`src/rtl/voice_mix_scheduler.sv`:
```
// Per-sample voice sequencer: on each sample tick it walks the enabled voices through the
// shared synthesis datapath, sums their samples and emits one saturated mix with a strobe.
module voice_mix_scheduler #(
  parameter int NUM_VOICES = 4,
  parameter int VOICE_W    = 2,
  parameter int SAMPLE_W   = 16
) (
  input  logic                  clk,
  input  logic                  rst_n,
  input  logic                  sample_clock,
  input  logic [NUM_VOICES-1:0] voice_en,
  output logic                  voice_req,
  output logic [VOICE_W-1:0]    voice_idx,
  input  logic                  voice_done,
  input  logic [SAMPLE_W-1:0]   voice_sample,
  output logic [SAMPLE_W-1:0]   mix_out,
  output logic                  mix_valid,
  output logic                  busy,
  output logic                  overrun,
  input  logic                  overrun_clr
);

  localparam int IDX_W = VOICE_W + 1;
  localparam int ACC_W = SAMPLE_W + VOICE_W;
  localparam int EN_W  = 1 << VOICE_W;
  localparam logic [IDX_W-1:0] IDX_END = IDX_W'(NUM_VOICES);

  localparam logic signed [ACC_W-1:0] SAT_MAX = {{(VOICE_W+1){1'b0}}, {(SAMPLE_W-1){1'b1}}};
  localparam logic signed [ACC_W-1:0] SAT_MIN = {{(VOICE_W+1){1'b1}}, {(SAMPLE_W-1){1'b0}}};

  typedef enum logic [1:0] {
    ST_IDLE,
    ST_SCAN,
    ST_WAIT,
    ST_OUTPUT
  } state_t;

  state_t                   state, state_nxt;
  logic                     sc_d;
  logic                     tick;
  logic [EN_W-1:0]          en_q;
  logic [IDX_W-1:0]         idx;
  logic signed [ACC_W-1:0]  acc;
  logic signed [ACC_W-1:0]  sample_ext;
  logic [SAMPLE_W-1:0]      sat;
  logic                     cur_en;

  assign tick       = sample_clock & ~sc_d;
  assign sample_ext = {{VOICE_W{voice_sample[SAMPLE_W-1]}}, voice_sample};
  // en_q is padded to a power of two so the low index bits always select a real bit.
  assign cur_en     = en_q[idx[VOICE_W-1:0]];
  assign voice_idx  = idx[VOICE_W-1:0];

  // NOTE: sequential state uses non-blocking assignments so every register samples
  // pre-edge values, independent of process ordering in simulation.
  always_ff @(posedge clk or negedge rst_n) begin
    if (!rst_n) begin
      state <= ST_IDLE;
    end else begin
      state <= state_nxt;
    end
  end

  // NOTE: every always_comb output gets a default first so no path can infer a latch.
  always_comb begin
    state_nxt = state;
    case (state)
      ST_IDLE:   if (tick) state_nxt = ST_SCAN;
      ST_SCAN: begin
        if (idx == IDX_END)  state_nxt = ST_OUTPUT;
        else if (cur_en)     state_nxt = ST_WAIT;
      end
      ST_WAIT:   if (voice_done) state_nxt = ST_SCAN;
      ST_OUTPUT: state_nxt = ST_IDLE;
      default:   state_nxt = ST_IDLE;
    endcase
  end

  always_comb begin
    voice_req = (state == ST_WAIT);
    busy      = (state != ST_IDLE);
  end

  // Clamp only the final sum; the wider accumulator cannot wrap across NUM_VOICES adds.
  always_comb begin
    sat = acc[SAMPLE_W-1:0];
    if (acc > SAT_MAX)      sat = SAT_MAX[SAMPLE_W-1:0];
    else if (acc < SAT_MIN) sat = SAT_MIN[SAMPLE_W-1:0];
  end

  always_ff @(posedge clk or negedge rst_n) begin
    if (!rst_n) begin
      sc_d      <= 1'b0;
      en_q      <= '0;
      idx       <= '0;
      acc       <= '0;
      mix_out   <= '0;
      mix_valid <= 1'b0;
      overrun   <= 1'b0;
    end else begin
      sc_d      <= sample_clock;
      mix_valid <= 1'b0;

      case (state)
        ST_IDLE: begin
          if (tick) begin
            en_q <= EN_W'(voice_en);
            acc  <= '0;
            idx  <= '0;
          end
        end
        ST_SCAN: begin
          if (idx != IDX_END && !cur_en) idx <= idx + 1'b1;
        end
        ST_WAIT: begin
          if (voice_done) begin
            acc <= acc + sample_ext;
            idx <= idx + 1'b1;
          end
        end
        ST_OUTPUT: begin
          mix_out   <= sat;
          mix_valid <= 1'b1;
        end
        default: ;
      endcase

      // A tick while busy is dropped but flagged; a new overrun beats a clear.
      if (tick && state != ST_IDLE) overrun <= 1'b1;
      else if (overrun_clr)         overrun <= 1'b0;
    end
  end

endmodule

```
`config.mk`:
```
export PLATFORM = sky130hd
export DESIGN_NAME = voice_mix_scheduler
export DESIGN_NICKNAME = d
export VERILOG_FILES = /design/src/rtl/voice_mix_scheduler.sv
export SDC_FILE = /design/constraint.sdc
export NUM_CORES = 1
export LEC_CHECK = 0
export ABC_AREA = 1
export CAP_MARGIN = 20
export CELL_PAD_IN_SITES_DETAIL_PLACEMENT = 1
export CELL_PAD_IN_SITES_GLOBAL_PLACEMENT = 1
export CORE_MARGIN = 2
export CORE_UTILIZATION = 40
export DETAILED_ROUTE_END_ITERATION = 12
export HOLD_SLACK_MARGIN = 0.05
export PLACE_DENSITY_LB_ADDON = 0.1
export SLEW_MARGIN = 20
export SYNTH_ARGS = -nofsm -noshare
export SYNTH_HDL_FRONTEND = slang
export SYNTH_SLANG_ARGS = --single-unit
```
`constraint.sdc`:
```
create_clock -name clk -period 3.55 [get_ports clk]
set_input_delay 0.355 -clock clk [delete_from_list [all_inputs] [get_ports clk]]
set_output_delay 0.355 -clock clk [all_outputs]
set_load 0.02 [all_outputs]
```
==> key figures <==
STA
  • Setup violators final: 0
  • Skew final: about 0.0089 ns
  • Post-route minimum period: 2.19 ns
  • RSZ-0062 raised after global routing: no
  • Slew at the pin closest to its max-slew limit: between 0.7 and 0.8 ns
  • Peak Freq: around 460 MHz
  • Normalized max-slew margin: between 50% and 60%
  • Fin crit share: approximately three fifths
  • Fin. max-slew vios: 0
  • Final hold vios: 0
  • Setup tns final: 0 ns

Pwr
  • Max VDD drop: between 300 and 400 µV
  • LEAKAGE: approximately 1.8 nW
  • Seq pwr share: 29.2%
  • Pint: 1.66 mW
  • Sw Pwr: 1.57 mW
  • Clock share of power: around 13%
  • PwrDens: between 800 and 900 mW/mm²
  • Sw Ratio: between 40% and 50%
  • Combinational group share of total power: just under 60%

Route
  • Router iterations before antenna repair: 4
  • DRC Markers: 0
  • Via-per-instance ratio: 5.00
  • Post-Route WL: roughly 8000 µm
  • Via count: about 2,700
  • Avg WL per Cell: around 15 µm
  • DR iter-0 viols: 77
  • Routed Antenna Nets: 0

Cells and area
  • Area of the multi-input gates: ~0.0016 mm²
  • # diodes: 0
  • Layout fillers: just over 900
  • Post-route core utilization: between 50% and 60%
  • Layout net count: roughly 480
  • Synth-to-layout area growth: 21.9%
  • FF/Latch Area: roughly 0.0012 mm²
  • Layout cells sized above 1: around a tenth

Placement
  • Routability cong.: roughly 0.89
  • I/O Buffers: between 40 and 50
  • Dpl hpwl: between 6000 and 7000 µm

Floorplanning
  • Die X: between 90 and 100 µm
  • Die height: 90.2 µm
  • Core Rows: 31
  • Initial core utilization: 41.2%
  • # IOs: between 40 and 50
  • Core outline area: approximately 0.007 mm²
  • Full die area: 0.00813 mm²

CTS
  • Num CTS Buffers: 5
  • CTS root buf: clkbuf_8
  • Number of setup buffers added after CTS: 0
  • Clock latency on the worst-skew pair: roughly 0.30 ns
  • # clock sinks: 46
  • H-tree depth: 2
  • Post-CTS Resized: 0
  • Clk slew on worst S/H paths: 0.09 ns
  • CTS tree: yes
  • Hold_buf cts: 0
  • Clock buffer depth: 2

Critical path
  • CP Class: reg2reg
  • Max FO, Critical Path: 12
  • Crit-path most repeated cell: inv_1
  • Capturing point of the worst reg2reg path: acc[6]$_DFFE_PN0P_
  • CP cell instances: inv_1 > ha_1 > inv_1 > o21ai_2 > nor2_2 > inv_1 > a21oi_1 > o21ai_1 > nand2_1
  • Kind of end point of the critical path: register
  • R2R cell count: 9
  • Startpoint Class: register
  • R2r startpoint: state[0]$_DFFE_PN0P_
  • Reg-to-reg slack, setup: roughly 1.4 ns
  • Critical Path RT: about 3.8 ns
  • Critical-path top delay cell: nor2_2
  • Crit path DAT: 2.44 ns
  • CP peak stage delay: slightly below 0.5 ns

Global route
  • Pin count of the biggest net entering global routing: 47
  • Vias in the first global route: ~2,800
  • Global-route wire length before repair: approximately 14,000 µm
  • Initial antenna violation count: 0
  • Gr ovfl total: 0
  • Total Routing Usage GR: 21.3%

Synth
  • Largest area contributor in the netlist: dfrtp_1
  • Synth Area per Inst: ~7.7 µm²
  • Post-synth top area share: between 30 and 40%
  • Post-synthesis cell type count: 34
  • Sequential fraction of the synthesis area: around two fifths
  • Area contributors post-synth: dfrtp_1 39%, nand2_1 15%, ha_1 10%
  • Yosys warnings: 0
  • Register bit total from synthesis: 46
  • Syn_nets: between 400 and 500
  • Post-Synthesis Cells: approximately 390
  • Mapped Area: between 0.002 and 0.003 mm²

Job
  • Max-cap viol count: 0

Outcome
  • Outcome: complete, no violations

Worst hold path
  • Min-delay worst type: in2async
==> layout by cell type, fill, tap and decap left out, types with 2 or more instances in the layout <==
master / instances
nand2_2: 12
o22ai_1: 2
nor2_2: 2
nand3_2: 2
o21ai_2: 2
clkdlybuf4s50_1: 45
mux2_2: 4
nand2_1: 118
xor2_1: 3
o21ai_1: 8
nand3b_1: 6
inv_2: 7
clkbuf_8: 5
inv_1: 29
a21oi_2: 5
nor2_1: 35
a21oi_1: 17
nand3_1: 17
a21o_1: 2
dfrtp_1: 46
ha_1: 24
o21ai_0: 29
==> power by group through the flow <==
stage | combinational (mW) | sequential (mW) | clock (mW)
global placement | 1.85 | 0.950 | 0
global route | 2.14 | 0.975 | 0.437
detailed placement | 1.90 | 0.957 | 0
CTS | 1.91 | 0.950 | 0.417
finish | 1.88 | 0.942 | 0.403
floorplan | 1.26 | 0.978 | 0
==> final cells by class <==
type	instances	area share, %
clock inverter	3	1.21
multi-input combinational	297	45.2
sequential	46	31.8
timing repair buffer	46	12.7
tap	99	3.42
clock buffer	5	1.90
inverter	37	3.84
==> cell usage after synthesis (all sizes together) <==
cell	count
a22o	1
o31ai	1
o22ai	2
a21boi	1
nand3	19
fa	1
buf	5
nor3	3
dfrtp	46
inv	36
a21o	2
nand2	130
o21ai	39
nand3b	6
mux2	4
and2	1
xor2	3
ha	24
a21oi	22
clkbuf	2
nor2	38
clkinv	1
==> worst max path at each step <==
stage,from,end,cells past startpoint
floorplan,acc[0]$_DFFE_PN0P_,acc[14]$_DFFE_PN0P_,11
global placement,voice_sample[0],acc[12]$_DFFE_PN0P_,12
detailed placement,voice_sample[0],acc[14]$_DFFE_PN0P_,12
CTS,state[0]$_DFFE_PN0P_,acc[6]$_DFFE_PN0P_,9
global route,state[0]$_DFFE_PN0P_,acc[8]$_DFFE_PN0P_,9
finish,state[0]$_DFFE_PN0P_,acc[6]$_DFFE_PN0P_,9
==> registers in the layout (all words and copies together) (netlist names) <==
register,count
acc,18
mix_out,16
en_q,4
idx,3
state,2
mix_valid,1
overrun,1
sc_d,1
==> cell families after synthesis <==
family / Yosys count / share of synthesized area (%)
buffers and inverters: 44 / 6.15
and+or+nand+nor: 197 / 29.0
AOI/OAI and AO/OA: 68 / 12.9
adders and majority gates: 25 / 10.8
DFF: 46 / 38.8
muxes: 4 / 1.52
xor gates and xnor gates: 3 / 0.885
==> worst max-delay path: cells and delay by family, from the launching register on <==
| kind | cells | cell delay [ns] |
|---|---|---|
| compound gates | 3 | 0.40 |
| buf+inv | 3 | 0.53 |
| simple gates | 2 | 0.56 |
| fa+ha+maj | 1 | 0.23 |
| flops | 1 | 0.42 |
==> metrics by stage <==
| stage | power [mW] | cells | worst slack [ns] | instance area [µm²] | hold WS [ns] |
|---|---|---|---|---|---|
| 3_5_place_dp | 2.85 | 525 | 1.14 | 3500 | 0.470 |
| 3_3_place_gp | 2.80 | 525 | 1.20 | 3500 | 0.464 |
| 4_1_cts | 3.27 | 533 | 1.34 | 3620 | 0.287 |
| 2_1_floorplan | 2.24 | 387 | 1.85 | 2970 | 0.0594 |
| 5_1_grt | 3.56 | 533 | 1.13 | 3620 | 0.0974 |
| 6_report | 3.23 | 533 | 1.36 | 3620 | 0.0531 |
==> per-layer routing <==
layer  share of wire (%)  vias to the layer above  global-route usage [%]
li1                    -                     1344                       -
met1                  45                     1270                    26.8
met2                  52                       46                    38.7
met3                 2.7                        7                    2.77
met4                 1.1                        0                    5.13
met5                   0                        -                       0
No activity file was read; power rests on OpenSTA's default activity.
